`config.mk`:
```
export PLATFORM = sky130hd
export DESIGN_NAME = serial_harness_driver
export DESIGN_NICKNAME = d
export VERILOG_FILES = /design/src/rtl/serial_harness_pkg.sv /design/src/rtl/serial_harness_shifter.sv /design/src/rtl/serial_harness_driver.sv
export SDC_FILE = /design/constraint.sdc
export NUM_CORES = 1
export LEC_CHECK = 0
export ABC_AREA = 1
export BUFFER_PORTS_ARGS = -buffer_cell sky130_fd_sc_hd__buf_2
export CAP_MARGIN = 15
export CORE_MARGIN = 8
export CORE_UTILIZATION = 29
export DETAILED_ROUTE_END_ITERATION = 10
export PLACE_DENSITY_LB_ADDON = 0.12
export SYNTH_ARGS = -nofsm -noshare
export SYNTH_HDL_FRONTEND = slang
export SYNTH_HIERARCHICAL = 1
export SYNTH_SLANG_ARGS = --single-unit
```
`constraint.sdc`:
```
create_clock -name clk -period 2.3 [get_ports clk]
set_input_delay 0.23 -clock clk [delete_from_list [all_inputs] [get_ports clk]]
set_output_delay 0.23 -clock clk [all_outputs]
set_load 0.03 [all_outputs]
```
`src/rtl/serial_harness_pkg.sv`:
```
// serial_harness_pkg: shared state encoding, default widths and latency helper for the harness driver
package serial_harness_pkg;
  typedef enum logic [2:0] {IDLE, SHIFT1, STB1, SETTLE, SHIFT2, STB2, CAPT, RESP} state_e;
  localparam int DIN_N_DEF = 8;
  localparam int DOUT_N_DEF = 8;
  localparam int SETTLE_N_DEF = 0;
  function automatic int drv_latency(input int din_n, input int dout_n, input int settle_n);
    return 2 * din_n + settle_n + dout_n + 2;
  endfunction
endpackage

```
`src/rtl/serial_harness_shifter.sv`:
```
// serial_harness_shifter: loadable left shift register plus the shared per-state bit counter
module serial_harness_shifter #(
  parameter int W = 8,
  parameter int CW = 4
) (
  input  logic          clk,
  input  logic          rst,
  input  logic          load,
  input  logic          shift,
  input  logic          sin,
  input  logic          clr,
  input  logic [W-1:0]  load_val,
  output logic [W-1:0]  q,
  output logic [CW-1:0] cnt
);
  logic [W-1:0] q_q, q_d;
  logic [CW-1:0] cnt_q, cnt_d;
  always_comb begin
    q_d = load ? load_val : shift ? {q_q[W-2:0], sin} : q_q;
    cnt_d = clr ? '0 : cnt_q + CW'(1);
  end
  always_ff @(posedge clk or posedge rst) begin
    if (rst) begin
      q_q <= '0;
      cnt_q <= '0;
    end else begin
      q_q <= q_d;
      cnt_q <= cnt_d;
    end
  end
  assign q = q_q;
  assign cnt = cnt_q;
endmodule

```
`src/rtl/serial_harness_driver.sv`:
```
// serial_harness_driver: serialises a stimulus word into the test harness twice, strobes, and deserialises the response
// Optional response compare/error counter enabled by defining SERIAL_HARNESS_CHECK_EN.
module serial_harness_driver import serial_harness_pkg::*; #(
  parameter int DIN_N = DIN_N_DEF,
  parameter int DOUT_N = DOUT_N_DEF,
  parameter int SETTLE_N = SETTLE_N_DEF
) (
  input  logic              clk,
  input  logic              rst,
  input  logic              req_valid,
  output logic              req_ready,
  input  logic [DIN_N-1:0]  req_din,
  output logic              rsp_valid,
  input  logic              rsp_ready,
  output logic [DOUT_N-1:0] rsp_dout,
`ifdef SERIAL_HARNESS_CHECK_EN
  input  logic [DOUT_N-1:0] req_exp,
  input  logic [DOUT_N-1:0] req_mask,
  output logic              rsp_mismatch,
  output logic [15:0]       err_cnt,
`endif
  output logic              dut_di,
  output logic              dut_stb,
  input  logic              dut_do
);
  localparam int W = DIN_N > DOUT_N ? DIN_N : DOUT_N;
  localparam int MAXN = W > SETTLE_N ? W : SETTLE_N;
  localparam int CW = $clog2(MAXN + 1);
  localparam logic [CW-1:0] DIN_LAST = CW'(DIN_N - 1);
  localparam logic [CW-1:0] DOUT_LAST = CW'(DOUT_N - 1);
  localparam logic [CW-1:0] SETTLE_LAST = CW'(SETTLE_N > 0 ? SETTLE_N - 1 : 0);
  state_e state_q, state_d;
  logic [DIN_N-1:0] din_q, din_d;
  logic [DOUT_N-1:0] rsp_dout_q, rsp_dout_d, capt;
  logic req_ready_q, req_ready_d, rsp_valid_q, rsp_valid_d;
  logic dut_di_q, dut_di_d, dut_stb_q, dut_stb_d;
  logic sh_load, sh_shift, sh_clr;
  logic [W-1:0] sh_val, sh_q;
  logic [CW-1:0] cnt;
  serial_harness_shifter #(.W(W), .CW(CW)) u_shift (
    .clk(clk), .rst(rst), .load(sh_load), .shift(sh_shift), .sin(dut_do),
    .clr(sh_clr), .load_val(sh_val), .q(sh_q), .cnt(cnt)
  );
  assign capt = {sh_q[DOUT_N-2:0], dut_do};
  // The MSB goes straight to dut_di on load, so the shifter holds the remaining bits pre-shifted
  always_comb begin
    state_d = state_q;
    din_d = din_q;
    rsp_dout_d = rsp_dout_q;
    rsp_valid_d = 1'b0;
    dut_di_d = 1'b0;
    dut_stb_d = 1'b0;
    sh_load = 1'b0;
    sh_shift = 1'b0;
    sh_clr = 1'b0;
    sh_val = W'({din_q[DIN_N-2:0], 1'b0});
    case (state_q)
      IDLE: if (req_valid && req_ready_q) begin
        state_d = SHIFT1;
        din_d = req_din;
        sh_load = 1'b1;
        sh_val = W'({req_din[DIN_N-2:0], 1'b0});
        sh_clr = 1'b1;
        dut_di_d = req_din[DIN_N-1];
      end
      SHIFT1: begin
        sh_shift = 1'b1;
        dut_di_d = cnt == DIN_LAST ? 1'b0 : sh_q[DIN_N-1];
        if (cnt == DIN_LAST) begin
          state_d = STB1;
          dut_stb_d = 1'b1;
          sh_clr = 1'b1;
        end
      end
      STB1: begin
        sh_clr = 1'b1;
        if (SETTLE_N > 0) state_d = SETTLE;
        else begin
          state_d = SHIFT2;
          sh_load = 1'b1;
          dut_di_d = din_q[DIN_N-1];
        end
      end
      SETTLE: if (cnt == SETTLE_LAST) begin
        state_d = SHIFT2;
        sh_load = 1'b1;
        sh_clr = 1'b1;
        dut_di_d = din_q[DIN_N-1];
      end
      SHIFT2: begin
        sh_shift = 1'b1;
        dut_di_d = cnt == DIN_LAST ? 1'b0 : sh_q[DIN_N-1];
        if (cnt == DIN_LAST) begin
          state_d = STB2;
          dut_stb_d = 1'b1;
          sh_clr = 1'b1;
        end
      end
      STB2: begin
        state_d = CAPT;
        sh_clr = 1'b1;
      end
      CAPT: begin
        sh_shift = 1'b1;
        if (cnt == DOUT_LAST) begin
          state_d = RESP;
          rsp_valid_d = 1'b1;
          rsp_dout_d = capt;
        end
      end
      RESP: begin
        rsp_valid_d = !rsp_ready;
        if (rsp_ready) state_d = IDLE;
      end
      default: state_d = IDLE;
    endcase
    req_ready_d = state_d == IDLE;
  end
  always_ff @(posedge clk or posedge rst) begin
    if (rst) begin
      state_q <= IDLE;
      din_q <= '0;
      rsp_dout_q <= '0;
      req_ready_q <= 1'b0;
      rsp_valid_q <= 1'b0;
      dut_di_q <= 1'b0;
      dut_stb_q <= 1'b0;
    end else begin
      state_q <= state_d;
      din_q <= din_d;
      rsp_dout_q <= rsp_dout_d;
      req_ready_q <= req_ready_d;
      rsp_valid_q <= rsp_valid_d;
      dut_di_q <= dut_di_d;
      dut_stb_q <= dut_stb_d;
    end
  end
  assign req_ready = req_ready_q;
  assign rsp_valid = rsp_valid_q;
  assign rsp_dout = rsp_dout_q;
  assign dut_di = dut_di_q;
  assign dut_stb = dut_stb_q;
`ifdef SERIAL_HARNESS_CHECK_EN
  logic [DOUT_N-1:0] exp_q, exp_d, mask_q, mask_d;
  logic mism_q, mism_d;
  logic [15:0] err_q, err_d;
  always_comb begin
    exp_d = state_q == IDLE && req_valid && req_ready_q ? req_exp : exp_q;
    mask_d = state_q == IDLE && req_valid && req_ready_q ? req_mask : mask_q;
    mism_d = state_q == RESP ? mism_q & !rsp_ready : rsp_valid_d & |((capt ^ exp_q) & mask_q);
    err_d = state_q == RESP && rsp_ready && mism_q && err_q != 16'hFFFF ? err_q + 16'd1 : err_q;
  end
  always_ff @(posedge clk or posedge rst) begin
    if (rst) begin
      exp_q <= '0;
      mask_q <= '0;
      mism_q <= 1'b0;
      err_q <= '0;
    end else begin
      exp_q <= exp_d;
      mask_q <= mask_d;
      mism_q <= mism_d;
      err_q <= err_d;
    end
  end
  assign rsp_mismatch = mism_q;
  assign err_cnt = err_q;
`endif
endmodule

```
==> impl_metrics.ini, run 1 <==
[pwr]
pwr-share-clk = 0.203
p_sw_mw = 1.17
ir_drop_uv = 436
swShare = 0.428
seqPwrFrac = 0.387
p_comb_frac = 0.409
power_density_nw_per_um2 = 1360
leakage_nw = 1.12
fin_total_pwr_mw = 2.72
internal_power_mw = 1.56

[sta]
rsz0062_at_grt = false
hold_viol_final = 0
layout_min_cycle_time_ns = 1.65
fmax_mhz = 608
finalCritPeriodShare = 0.715
timing.setup.tns_ns = 0
holdWs_ns = 0.154
finalSetupViolations = 0
drv_slew = 0
clock_skew_ns = 0.00671

[yosys]
synth.ff_latch_count = 35
synth.avg_cell_area_um2 = 8.26
synth_area_um2 = 1690
synth_nets = 218
synth_warnings = 6
ys_types = 22
ys_seq_area_frac = 0.520
syn_inst = 204

[worst_setup_path]
critical-path-top-delay-family = simple AND/OR/NAND/NOR gates
critPathMaxFanout = 11
r2r_start = u_shift/cnt[0]
crit_required_ns = 2.47
max_stage_delay_ns = 0.45
arrival_ns = 1.81
slowest_stage = dfrtp_1
r2r_slack_ns = 0.65
r2r-end = u_shift/cnt[2]
path_buf_inv = 2
reg2regPathDepth = 9
critical_path_class = flop to flop
cp-start-kind = flop
worstPathCellList = nand2_1, nor2_4, nand2_1, inv_1, nor2_1, o21ai_0, inv_1, o21ai_0, a21oi_1
cp-end-kind = flop

[final_layout]
antenna_cells = 0
fin_nets = 249
multi_input_area_um2 = 701
finalNonFillerCells = 308
ff_latch_area_um2 = 876
area_growth_pct = 18.6
final_common_cell = nand2_1
final_cell_mix = nand2_1 (87), dfrtp_1 (35), buf_2 (24), nand3_1 (22), inv_1 (15)
drive_gt1_frac = 0.216
design_area_um2 = 2000
fillCellCount = 605

[drt]
ant_nets = 0
drtIter0Drc = 51
wl_per_cell_um = 12.0
first_pass_iters = 4
vias = 1284
drt_wl_total_mm = 3.68
drc_errors = 0
viasPerCell = 4.17

[floorplanning]
die_w_um = 92.2
die_height_um = 92.2
num_io_pins = 25
die_area_um2 = 8510
rows = 27
initial_core_util = 0.302
core_area_um2 = 5570

[clock_network]
insertion_delay_ns = 0.29
cts_buffer_depth = 2
clock_sinks = 35
numCtsBuffers = 5
cts_tree = done
clk_root_buffer_cell = clkbuf_8
cts.clk_slew.worst_paths_ns = 0.08
cts_resized = 0
cts_max_level = 2

[outcome]
outcome = finished clean

[global_route]
grt_pass1_vias = 1330
antenna_found_initial = 0
gr-total-overflow = 0
grt_max_degree = 24
grt_use_total = 0.0954
grt_pass1_wl_mm = 6.45

[min_path]
worstHoldStart = req_din[6]
whs_path_depth = 3
hold_path.class = primary input to flop
holdPathEnd = din_q[6]

[placement]
placed_cells = 299
place_hpwl_mm = 2.84
gp_congestion = 0.794
port_buffers = 24
post_dp_cell_area_um2 = 1880

[flow_run]
maxCapViolCount = 0
-- state kept, by name, summed over array words and instances (netlist names) --
register	count
dut_di	1
rsp_valid	1
req_ready	1
din_q	8
u_shift/q	8
u_shift/cnt	4
dut_stb	1
state_q	3
rsp_dout	8
-- kinds of logic (layout without fill, tap and decap cells) --
group,Yosys count,in the layout,share of synthesized area
buf+inv,21,53,0.0646
other cells,1,1,0.00223
flops,35,35,0.520
simple gates,139,139,0.384
fa+ha+maj,1,1,0.00742
compound gates,7,7,0.0223
-- per-stage QoR --
step	util	worst slack [ns]
3_5_place_dp	0.337	0.631
2_1_floorplan	-	0.852
3_3_place_gp	0.337	0.617
6_report	0.359	0.655
5_1_grt	0.359	0.459
4_1_cts	0.359	0.619
-- layer usage --
metal	GRT usage	wire [µm]	up-vias
met4	0.0443	72	0
met3	0.0285	145	6
li1	-	-	693
met1	0.129	1890	559
met5	0	0	-
met2	0.135	1570	26
-- what timing repair did --
item / in CTS / in global routing
setup buffers: 0 / 0
hold buffers: 1 / 0
hold endpoints to repair: 29 / 0
-- worst max path at each step --
stage | start | end | depth (start not counted)
floorplan | state_q[0] | u_shift/cnt[2] | 10
global placement | state_q[2] | u_shift/q[6] | 8
detailed placement | state_q[2] | u_shift/q[6] | 8
CTS | u_shift/cnt[0] | u_shift/cnt[2] | 9
global route | u_shift/cnt[0] | u_shift/cnt[2] | 9
finish | u_shift/cnt[0] | u_shift/cnt[2] | 9
-- synth_stat cells (all sizes together) --
library cell / number / area (µm²)
a21boi: 1 / 7.51
a21oi: 2 / 10.0
buf: 5 / 48.8
conb: 1 / 3.75
dfrtp: 35 / 876
ha: 1 / 12.5
inv: 16 / 60.1
nand2: 92 / 368
nand3: 23 / 128
nand4: 2 / 12.5
nor2: 21 / 131
nor3b: 1 / 7.51
o21ai: 4 / 20.0
-- worst min-delay path, stage by stage --
cell and delay [ns]:
buf_2 0.07, nand2_1 0.06, nand2_1 0.05
-- final cells by class --
class                           instances  area share
Clock inverter                          3      0.0219
Timing Repair Buffer                   29      0.0801
Multi-Input combinational cell        148       0.350
Inverter                               16      0.0300
Sequential cell                        35       0.438
Clock buffer                            5      0.0344
Tap cell                               72      0.0451
-- power by group through the flow --
stage / registers [mW] / logic, mW / clock network (mW)
after detailed placement: 1.07 / 1.13 / 0
after floorplan: 1.20 / 0.727 / 0
after CTS: 1.06 / 1.14 / 0.570
final: 1.06 / 1.11 / 0.554
after global placement: 1.07 / 1.13 / 0
after global routing: 1.10 / 1.27 / 0.598
(Power assumes the default switching activity.)
==> run 2: changes to the inputs <==
--- a/config.mk
+++ b/config.mk
@@ -5,7 +5,7 @@
 export SDC_FILE = /design/constraint.sdc
 export NUM_CORES = 1
 export LEC_CHECK = 0
-export ABC_AREA = 1
+export ABC_AREA = 0
 export BUFFER_PORTS_ARGS = -buffer_cell sky130_fd_sc_hd__buf_2
 export CAP_MARGIN = 15
 export CORE_MARGIN = 8
==> constraint.sdc (replaced) <==
create_clock -name clk -period 1.4 [get_ports clk]
set_input_delay 0.14 -clock clk [delete_from_list [all_inputs] [get_ports clk]]
set_output_delay 0.14 -clock clk [all_outputs]
set_load 0.03 [all_outputs]
==> run 2 against run 1 <==
Effect of this change: the run now ends with negative setup slack left; first-iteration DRC count is 31% lower; via count rose by 0.31%; final cell count down 7.8%; sequential share of layout area decreased by 10 points; final area grew 32%; area after synthesis up 1.6%; core utilization grew 9.4 points; setup slack lost 0.83 ns; register-to-register slack got worse by 0.83 ns; sequential power up 78%; largest power group unchanged.
==> impl_metrics.ini, run 2 <==
[placement]
port_buffers = 24
place_hpwl_mm = 2.90
placed_cells = 264
gp_congestion = 0.812

[worst_setup_path]
crit_required_ns = 1.57
critical_path_class = flop to flop
cp-start-kind = flop
cp-startpoint = state_q[1]
reg2regPathDepth = 7
r2r_slack_ns = -0.17
critPathMaxFanout = 3
arrival_ns = 1.74
crit_end = u_shift/cnt[3]
r2r-end = u_shift/cnt[3]
cp-end-kind = flop
r2r_start = state_q[1]

[pwr]
fin_total_pwr_mw = 5.99
power_density_nw_per_um2 = 2280
leakage_nw = 1.24
ir_drop_uv = 887

[clock_network]
cts_buffer_depth = 2
clock_sinks = 35
cts_max_level = 2
cts.clk_slew.worst_paths_ns = 0.07
numCtsBuffers = 5
insertion_delay_ns = 0.28
clk_root_buffer_cell = clkbuf_8
cts_tree = done

[final_layout]
fin_nets = 222
drive_gt1_frac = 0.670
fin_util = 0.452
final_cell_mix = dfrtp_1 (30), buf_2 (24), buf_4 (22), mux2_2 (20)
final_common_cell = dfrtp_1
finalNonFillerCells = 284
area_growth_pct = 53.7
antenna_cells = 0
fillCellCount = 587

[drt]
vias = 1288
first_pass_iters = 4
drt_wl_total_mm = 4.09
wl_per_cell_um = 14.4
drtIter0Drc = 35
viasPerCell = 4.54
drc_errors = 0
ant_nets = 0

[sta]
hold_viol_final = 0
finalSetupViolations = 26
drv_slew = 0
layout_min_cycle_time_ns = 1.57
rsz0062_at_grt = true
timing.setup.tns_ns = -2.45
fin_ws_ns = -0.170
clock_skew_ns = 0.00286
finalCritPeriodShare = 1.12
holdWs_ns = 0.100
fmax_mhz = 637

[yosys]
synth_top_family_by_area = multiplexers
synth_warnings = 6
async_flop_share = 1.00
synthTopCellsByArea = dfrtp_1 (51%), mux2_2 (14%), mux2i_1 (5.3%)
synth_edf_count = 0
ys.flop_type = dfrtp_1
syn_inst = 145
synth.ff_latch_count = 35
synth_compound_gate_area_share = 0.0928
synth.avg_cell_area_um2 = 11.8
muxShareOfSynthArea = 0.206
synth-xor-area-share = 0.00512
synth_area_um2 = 1710
ys_top_cells_by_count = dfrtp_1 (35), mux2_2 (22), nand2_1 (11), mux2i_1 (9), o21ai_1 (8)
synth_top_cell_by_area = dfrtp_1
synth_nets = 159
ys_types = 37
synth_top_cell_area_share = 0.512
ys_seq_area_frac = 0.512
yosys.area_share.simple = 0.133
synthAdderAreaFrac = 0.00731
yosysMostFrequentCell = dfrtp_1

[global_route]
grt_pass1_vias = 1398
antenna_found_initial = 0
grt_pass1_wl_mm = 6.80
grt_use_total = 0.100
gr-total-overflow = 0
grt_max_degree = 24

[floorplanning]
num_io_pins = 25
die_height_um = 92.8
die_w_um = 92.8
rows = 28
initial_core_util = 0.294
core_area_um2 = 5820
die_area_um2 = 8620

[outcome]
outcome = complete, but fails checks
violations = negative setup slack

[flow_run]
maxCapViolCount = 0

[min_path]
hold_path.class = primary input to flop
whs_path_depth = 2
## run 2: cell count changes in the layout (fill, tap and decap cells not counted), sizes merged, moves of 3 or more
cell and change:
nand3 -19, inv -10, clkbuf +3, buf +33, nor2b +4, mux2i +9
mux2 +23, nor2 -16, nand2 -80, o21ai +11
## run 2: worst max-delay path: stages, from the launching register on
cell and delay, ns:
dfrtp_1 0.42, nor3_4 0.22, buf_6 0.15, nand2_8 0.07, buf_6 0.12, o211ai_1 0.14
nor2_1 0.08, mux2_4 0.27
## run 2: kinds of logic after synthesis
family	Yosys count
compound gates	26
xor+xnor	1
fa+ha+maj	1
buf+inv	13
flops	35
mux	32
other cells	1
simple gates	36
## run 2: per-layer routing
layer,share of wire,wire length [µm],global-route usage,vias up
met1,0.45,1820,0.123,632
li1,-,-,-,641
met3,0.024,98,0.0283,2
met4,0.0034,14,0.0403,0
met2,0.53,2150,0.161,13
met5,0,0,0,-
## run 2: how the worst min path moves through the flow
stage	from	slack [ns]	end
6_report	req_din[4]	0.10	din_q[4]
5_1_grt	req_din[4]	0.09	din_q[4]
3_5_place_dp	rst	0.20	u_shift/cnt[3]
3_3_place_gp	rst	0.19	u_shift/q[0]
2_1_floorplan	rst	0.004	u_shift/cnt[3]
4_1_cts	req_din[4]	0.09	din_q[4]
## run 2: layout make-up
cell class | instances | area [µm²] | share of cell area
tap | 75 | 93.8 | 0.0357
timing repair buffer | 63 | 541 | 0.206
multi-input combinational | 97 | 987 | 0.375
clock buffer | 7 | 96.3 | 0.0366
inverter | 6 | 22.5 | 0.00856
clock inverter | 1 | 7.51 | 0.00285
sequential | 35 | 882 | 0.335
## run 2: metrics by stage
stage	area [µm²]	worst slack [ns]
floorplan	1750	-0.140
global placement	2150	-0.181
detailed placement	2150	-0.222
CTS	2410	-0.150
global route	2630	-0.238
finish	2630	-0.170
## run 2: what timing repair did
action | in CTS | in global routing
pin swaps | 7 | 16
setup endpoints to repair | 30 | 28
setup buffers | 8 | 4
endpoints found under the hold margin | 35 | 0
hold buffers | 1 | 0
cloned | 1 | 1
resized for setup | 19 | 43
## run 2: power breakdown
| group | leakage (nW) | internal (mW) | total, mW | switching (mW) |
|---|---|---|---|---|
| clock network | 0.0505 | 0.447 | 0.807 | 0.359 |
| logic | 0.748 | 1.78 | 3.29 | 1.51 |
| registers | 0.437 | 1.49 | 1.89 | 0.403 |
| total | 1.24 | 3.71 | 5.99 | 2.27 |
